**config.mk**
```make
export PLATFORM = sky130hd
export DESIGN_NAME = tdm_demux_1_8_flat
export DESIGN_NICKNAME = d
export VERILOG_FILES = /design/src/rtl/tdm_demux_if.sv /design/src/rtl/tdm_demux_1_8.sv /design/src/flat_wrapper.sv
export SDC_FILE = /design/constraint.sdc
export NUM_CORES = 1
export LEC_CHECK = 0
export BUFFER_PORTS_ARGS = -buffer_cell sky130_fd_sc_hd__buf_2
export CORE_MARGIN = 8
export CORE_UTILIZATION = 23
export DETAILED_ROUTE_END_ITERATION = 10
export PLACE_DENSITY_LB_ADDON = 0.08
export RECOVER_POWER = 100
export SLEW_MARGIN = 20
export SYNTH_ARGS = -nofsm -noshare
export SYNTH_HDL_FRONTEND = slang
export SYNTH_SLANG_ARGS = --single-unit
```
**constraint.sdc**
```tcl
create_clock -name clk -period 1.6 [get_ports clk]
set_input_delay 0.08 -clock clk [delete_from_list [all_inputs] [get_ports clk]]
set_output_delay 0.08 -clock clk [all_outputs]
set_load 0.02 [all_outputs]
```
**src/rtl/tdm_demux_if.sv**
```systemverilog
// tdm_demux_if: serial TDM input and demultiplexed output bundle for tdm_demux_1_8
interface tdm_demux_if #(parameter int SEL_W = 3);
  localparam int N = 2**SEL_W;
  logic din, valid, sync;
  logic [N-1:0] y, frame;
  logic frame_valid, locked, sync_err;
  logic [SEL_W-1:0] slot;
  modport master(output din, valid, sync, input y, frame, frame_valid, slot, locked, sync_err);
  modport slave(input din, valid, sync, output y, frame, frame_valid, slot, locked, sync_err);
endinterface

```
**src/rtl/tdm_demux_1_8.sv**
```systemverilog
// tdm_demux_1_8: serial TDM receiver routing bits to 2**SEL_W channels with frame-sync tracking
module tdm_demux_1_8 #(parameter int SEL_W = 3) (
  input logic clk,
  input logic rst_n,
  tdm_demux_if.slave bus
);
  localparam int N = 2**SEL_W;
  typedef enum logic {HUNT, LOCKED} state_t;
  state_t state;
  logic [N-1:0] shadow, next_shadow;
  logic [SEL_W-1:0] idx;
  logic acc, miss, early;
  always_comb begin
    idx = bus.sync ? '0 : bus.slot;
    acc = bus.valid && (bus.sync || (state == LOCKED && bus.slot != '0));
    miss = bus.valid && state == LOCKED && !bus.sync && bus.slot == '0;
    early = bus.valid && state == LOCKED && bus.sync && bus.slot != '0;
    next_shadow = bus.sync ? '0 : shadow;
    next_shadow[idx] = bus.din;
  end
  // a sync bit always starts a fresh shadow frame, which also abandons any partial one
  always_ff @(posedge clk) begin
    if (!rst_n) begin
      state <= HUNT;
      shadow <= '0;
      bus.y <= '0;
      bus.frame <= '0;
      bus.frame_valid <= 1'b0;
      bus.slot <= '0;
      bus.locked <= 1'b0;
      bus.sync_err <= 1'b0;
    end else begin
      bus.frame_valid <= acc && &idx;
      bus.sync_err <= miss || early;
      if (acc) begin
        state <= LOCKED;
        bus.locked <= 1'b1;
        shadow <= next_shadow;
        bus.y[idx] <= bus.din;
        bus.slot <= idx + 1'b1;
        if (&idx) bus.frame <= next_shadow;
      end else if (miss) begin
        state <= HUNT;
        bus.locked <= 1'b0;
      end
    end
  end
endmodule

```
**src/flat_wrapper.sv**
```systemverilog
// flat-port wrapper written by rule: the top's interface ports become plain ports
module tdm_demux_1_8_flat 
#(parameter int SEL_W = 3)
  (clk, rst_n, bus_din, bus_valid, bus_sync, bus_y, bus_frame, bus_frame_valid, bus_slot, bus_locked, bus_sync_err);
  tdm_demux_if #(.SEL_W(SEL_W)) bus_i ();
  input logic clk;
  input logic rst_n;
  input wire logic [$bits(bus_i.din)-1:0] bus_din;
  input wire logic [$bits(bus_i.valid)-1:0] bus_valid;
  input wire logic [$bits(bus_i.sync)-1:0] bus_sync;
  output wire logic [$bits(bus_i.y)-1:0] bus_y;
  output wire logic [$bits(bus_i.frame)-1:0] bus_frame;
  output wire logic [$bits(bus_i.frame_valid)-1:0] bus_frame_valid;
  output wire logic [$bits(bus_i.slot)-1:0] bus_slot;
  output wire logic [$bits(bus_i.locked)-1:0] bus_locked;
  output wire logic [$bits(bus_i.sync_err)-1:0] bus_sync_err;
  assign bus_i.din = bus_din;
  assign bus_i.valid = bus_valid;
  assign bus_i.sync = bus_sync;
  assign bus_y = bus_i.y;
  assign bus_frame = bus_i.frame;
  assign bus_frame_valid = bus_i.frame_valid;
  assign bus_slot = bus_i.slot;
  assign bus_locked = bus_i.locked;
  assign bus_sync_err = bus_i.sync_err;
  tdm_demux_1_8 #(.SEL_W(SEL_W)) u_core (.clk(clk), .rst_n(rst_n), .bus(bus_i));
endmodule
```
==> results of run 1 <==
-- cells in the final DEF (no fill, tap or decap), types with 2 or more instances in the layout --
cell | netlist | layout
nor3b_1 | 1 | 2
mux2i_1 | 12 | 12
nor3_1 | 3 | 3
a21oi_1 | 10 | 10
nand3b_1 | 4 | 4
o21ai_0 | 4 | 4
nor2b_1 | 3 | 3
nor3b_2 | 5 | 4
ha_1 | 2 | 2
and3_1 | 2 | 2
nand2_1 | 23 | 24
dfxtp_1 | 29 | 29
or2_1 | 2 | 2
clkbuf_1 | 3 | 21
o22ai_1 | 10 | 10
buf_2 | 5 | 6
buf_4 | 0 | 5
nor2_1 | 10 | 10
clkbuf_8 | 0 | 6
or2_2 | 2 | 2
-- critical path, delay by kind of cell (launching register included) --
| kind | cells | cell delay (ns) |
|---|---|---|
| flip-flops | 1 | 0.39 |
| multiplexers | 1 | 0.19 |
| AND/OR/NAND/NOR | 2 | 0.42 |
| buffers and inverters | 1 | 0.21 |
| AO/OA/AOI/OAI | 1 | 0.10 |
-- final cells by class --
class	instances	area (um^2)	area share
Tap cell	72	90.1	0.0566
Clock buffer	7	86.3	0.0542
Multi-Input combinational cell	106	683	0.429
Inverter	1	3.75	0.00236
Sequential cell	29	581	0.365
Timing Repair Buffer	32	148	0.0928
-- flip-flops by register name, summed over array words and instances, names as in the netlist --
register,cells
u_core.bus.frame_valid,1
u_core.bus.locked,1
u_core.shadow,7
u_core.bus.sync_err,1
u_core.bus.slot,3
u_core.bus.frame,8
u_core.bus.y,8
-- stage by stage --
step / hold slack, ns / cell area, um^2
4_1_cts: 0.145 / 1640
5_1_grt: 0.186 / 1590
6_report: 0.159 / 1590
2_1_floorplan: 0.230 / 1330
3_5_place_dp: 0.445 / 1550
3_3_place_gp: 0.441 / 1550
-- cell families (layout without fill, tap and decap cells) --
family,count (synthesis),in the layout,synth area share
simple gates,66,66,0.304
flops,29,29,0.436
compound gates,25,25,0.106
mux,12,12,0.0902
buf+inv,10,40,0.0385
fa+ha+maj,2,2,0.0188
xor+xnor,1,1,0.00658
-- per-layer routing --
layer,track usage,wire (um),up-vias
met5,0,0,-
met4,0.0362,35,0
met3,0.0350,203,4
met2,0.115,1370,21
met1,0.110,1690,506
li1,-,-,566
-- where the power goes --
group          leakage, nW  internal, mW  switching [mW]
logic                0.323        0.0333          0.0637
registers            0.234         0.729         0.00998
clock network       0.0443         0.341           0.269
-- synthesized netlist by cell type (all sizes together) --
| master | number | area (um^2) |
|---|---|---|
| dfxtp | 29 | 581 |
| and4b | 1 | 10.0 |
| a21oi | 10 | 50.1 |
| or2 | 5 | 31.3 |
| and4bb | 1 | 12.5 |
| mux2i | 12 | 120 |
| buf | 6 | 36.3 |
| nor2 | 12 | 63.8 |
| xnor2 | 1 | 8.76 |
| clkbuf | 3 | 11.3 |
| nand3b | 4 | 30.0 |
| and3 | 2 | 12.5 |
| nand3 | 1 | 5.00 |
| o21ai | 5 | 28.8 |
| nand4 | 1 | 6.26 |
| nand2 | 25 | 98.8 |
| ha | 2 | 25.0 |
| o22ai | 10 | 62.6 |
| clkinv | 1 | 3.75 |
| nor2b | 3 | 18.8 |
| nor3b | 6 | 70.1 |
| nor3 | 3 | 15.0 |
| nand4b | 1 | 23.8 |
| nor4 | 1 | 6.26 |
-- worst paths after layout --
| kind | to | slack, ns | depth (start not counted) |
|---|---|---|---|
| setup / recovery | u_core.bus.frame[4]$_SDFFE_PN0P_ | 0.16 | 5 |
| hold / removal | u_core.bus.sync_err$_SDFF_PN0_ | 0.16 | 3 |
| setup reg to reg | u_core.bus.frame[4]$_SDFFE_PN0P_ | 0.16 | 5 |
| hold reg to reg | u_core.bus.y[3]$_SDFFE_PN0P_ | 0.45 | 2 |
==> results.py, run 1 <==
metrics = {
    "run_status": {
        "outcome": "completed",
    },
    "cts": {
        "clockRootBuffer": "clkbuf_8",
        "clk_latency_ns": 0.28,
        "cts_resized": 0,
        "cts_setup_buffers": 0,
        "clock_sinks": 29,
        "clk_pin_slew_ns": 0.07,
        "cts_made_buffers": 5,
        "clockBufferDepth": 2,
        "postCtsHoldBufs": 0,
        "h-tree-depth": 2,
        "cts_tree": "done",
    },
    "sta": {
        "slew_headroom": 0.786,
        "min_period_over_period": 0.899,
        "final-hold-violation-count": 0,
        "max_freq_mhz": 695,
        "tightestPinTransition_ns": 0.319,
        "skew_ns": 0.00854,
        "rsz0062_at_grt": "false",
        "period_needed_ns": 1.44,
        "fin_tns_setup_ns": 0,
        "setup_viol": 0,
        "fin_ws_ns": 0.162,
        "drv_slew": 0,
    },
    "min_path": {
        "worstHoldStart": "bus_valid",
        "hold_class": "in -> reg",
    },
    "route": {
        "via_per_inst": 4.44,
        "avgRoutedWirePerCell_um": 13.4,
        "initialDrtViolationCount": 46,
        "drcViolationCount": 0,
        "drtPass1Iterations": 4,
        "final_antenna_net_count": 0,
        "vias": 1097,
        "wl_mm": 3.30,
    },
    "critical_path": {
        "worstPathMaxFanout": 12,
        "required_ns": 1.75,
        "endpoint_kind": "register",
        "path_cells": "buf_4 -> nor3b_2 -> mux2i_1 -> or2_0 -> o22ai_1",
        "startpoint": "u_core.bus.slot[2]$_SDFFE_PN0P_",
        "cp-start-kind": "register",
        "worstSetupPathType": "reg -> reg",
        "worstPathArrival_ns": 1.59,
        "max_stage_delay_ns": 0.39,
        "slowest_stage": "dfxtp_1",
        "r2r-start": "u_core.bus.slot[2]$_SDFFE_PN0P_",
    },
    "grt": {
        "gr-total-overflow": 0,
        "grt_pass1_vias": 1092,
        "grt_first_pass_wirelength_mm": 5.66,
        "track_usage": 0.0836,
        "antenna_found_initial": 0,
        "grt_max_degree": 19,
    },
    "finish": {
        "fillerInstances": 623,
        "fin_util": 0.287,
        "drive_gt1_frac": 0.166,
        "final_cells": 247,
        "area_delta_synth_final_pct": 19.5,
        "nets": 182,
        "diodes": 0,
    },
    "die": {
        "core_um2": 5540,
        "rows": 27,
        "die_y_um": 92.1,
        "dieArea_um2": 8480,
        "io_pins": 27,
        "die_width_um": 92.1,
        "initial_core_util": 0.240,
    },
    "run": {
        "cap_viol_max_count": 0,
    },
    "yosys": {
        "syn_inst": 145,
        "ys_ff_latch": 29,
        "avgSynthCellArea_um2": 9.18,
        "synth_area_um2": 1330,
        "yosysWarnings": 0,
        "yosysSeqAreaShare": 0.436,
        "synth_cell_types": 32,
        "synth_nets": 152,
    },
    "placed_design": {
        "pre_cts_ws_ns": 0.208,
        "gp_congestion": 0.735,
        "detailedPlacementHpwl_mm": 2.44,
        "numPortBuffers": 26,
        "placed_cells": 240,
    },
    "pwr": {
        "peakVddDrop_mv": 0.287,
        "power.density_nw_per_um2": 908,
        "power_mw": 1.45,
        "power_leakage_nw": 0.602,
    },
}
No activity file was read; power rests on OpenSTA's default activity.
==> inputs of run 2 (changes only) <==
Settings changed: CORE_UTILIZATION 23 to 45.
==> run 2 against run 1 <==
Net effect: core utilization up 26 points; cell count shrank 17%; global-route usage increased by 3.4 points; critical path depth stayed put; clock skew is 0.0061 ns higher; via count decreased by 0.73%; routed wire length down 13%; register-to-register slack got worse by 0.02 ns; cell area down 4.0%; sequential share of layout area rose by 1.5 points; largest power group unchanged; setup slack worse by 0.018 ns.
==> results.py, run 2 (synthesis results as in run 1) <==
metrics = {
    "run_status": {
        "outcome": "completed",
    },
    "critical_path": {
        "worstPathMaxFanout": 12,
        "cp-start-kind": "register",
        "required_ns": 1.84,
        "worstSetupPathType": "reg -> reg",
        "startpoint": "u_core.bus.slot[2]$_SDFFE_PN0P_",
        "r2r-start": "u_core.bus.slot[2]$_SDFFE_PN0P_",
        "endpoint_kind": "register",
        "worstPathArrival_ns": 1.69,
    },
    "grt": {
        "gr-total-overflow": 0,
        "grt_max_degree": 19,
        "grt_pass1_vias": 1068,
        "antenna_found_initial": 0,
        "track_usage": 0.118,
        "grt_first_pass_wirelength_mm": 4.78,
    },
    "route": {
        "via_per_inst": 5.29,
        "vias": 1089,
        "drtPass1Iterations": 4,
        "drcViolationCount": 0,
        "avgRoutedWirePerCell_um": 13.9,
        "initialDrtViolationCount": 82,
        "wl_mm": 2.86,
        "final_antenna_net_count": 0,
    },
    "placed_design": {
        "detailedPlacementHpwl_mm": 2.03,
        "numPortBuffers": 26,
        "gp_congestion": 0.796,
        "pre_cts_ws_ns": 0.191,
        "placed_cells": 197,
    },
    "die": {
        "die_y_um": 70.4,
        "rows": 19,
        "dieArea_um2": 4950,
        "die_width_um": 70.4,
        "core_um2": 2780,
        "io_pins": 27,
        "initial_core_util": 0.479,
    },
    "sta": {
        "max_freq_mhz": 687,
        "fin_tns_setup_ns": 0,
        "final-hold-violation-count": 0,
        "period_needed_ns": 1.46,
        "fin_ws_ns": 0.144,
        "setup_viol": 0,
        "tightestPinTransition_ns": 0.356,
        "slew_headroom": 0.762,
        "skew_ns": 0.0147,
        "rsz0062_at_grt": "false",
        "hold_ws_ns": 0.108,
        "min_period_over_period": 0.910,
        "drv_slew": 0,
    },
    "finish": {
        "drive_gt1_frac": 0.171,
        "layout_commonest_cell": "dfxtp_1",
        "nets": 181,
        "largest_registers": "u_core.bus.frame (8), u_core.bus.y (8), u_core.shadow (7)",
        "area_delta_synth_final_pct": 14.8,
        "diodes": 0,
        "final_cell_mix": "29 x dfxtp_1, 23 x nand2_1, 22 x clkbuf_1, 12 x mux2i_1",
        "final_cells": 206,
    },
    "cts": {
        "clockRootBuffer": "clkbuf_4",
        "h-tree-depth": 2,
        "clk_latency_ns": 0.33,
        "clockBufferDepth": 2,
        "cts_tree": "done",
        "postCtsHoldBufs": 0,
        "cts_made_buffers": 5,
        "clk_pin_slew_ns": 0.09,
        "clock_sinks": 29,
    },
    "pwr": {
        "peakVddDrop_mv": 0.610,
        "power_leakage_nw": 0.615,
        "power.density_nw_per_um2": 876,
        "power_mw": 1.34,
    },
    "run": {
        "cap_viol_max_count": 0,
    },
    "min_path": {
        "worstHoldStart": "bus_valid",
        "hold_class": "in -> reg",
    },
}
[run 2: changes by cell type in the layout (fill, tap and decap cells not counted), sizes merged]
cell    before  now
buf         11    7
clkbuf      28   31
clkinv       1    2
[run 2: critical path, stage by stage, from the launching register on]
cell and delay (ns):
dfxtp_1 0.40, buf_4 0.21, nand3b_1 0.12, mux2i_1 0.14, or2_2 0.29, o22ai_1 0.20
[run 2: routing by layer]
metal / wire, um / GRT usage / up-vias
met5: 0 / 0 / -
met4: 46 / 0.0670 / 0
met3: 141 / 0.0395 / 7
met2: 1280 / 0.179 / 22
met1: 1390 / 0.141 / 493
li1: - / - / 567
[run 2: what timing repair did]
item,4_1_cts,5_1_grt
endpoints found under the setup margin,0,1
hold endpoints to repair,0,0
setup buffers,0,1
gates resized for setup,0,0
[run 2: power breakdown]
part	leakage (nW)	switching (mW)	total, mW	internal, mW
registers	0.234	0.0110	0.739	0.728
clock network	0.0413	0.253	0.507	0.254
logic	0.340	0.0607	0.0919	0.0313
[run 2: final timing paths]
path                            slack [ns]  cells after the start                             end
worst max-delay path                  0.14                      5   u_core.shadow[6]$_SDFFE_PN0P_
worst min-delay path                  0.11                      3  u_core.bus.sync_err$_SDFF_PN0_
worst max register to register        0.14                      5   u_core.shadow[6]$_SDFFE_PN0P_
worst min register to register        0.46                      2    u_core.bus.y[3]$_SDFFE_PN0P_
[run 2: final cells by class]
cell class                 count  area [um^2]
fill                         279         1250
multi-input combinational    106          699
sequential                    29          581
timing repair buffer          31          135
clock buffer                   7         65.1
tap                           31         38.8
clock inverter                 1         5.00
inverter                       1         3.75
[run 2: per-stage QoR]
stage               cell area, um^2  utilization
floorplan                      1330            -
global placement               1480        0.533
detailed placement             1480        0.533
CTS                            1550        0.558
global route                   1530        0.549
finish                         1530        0.549
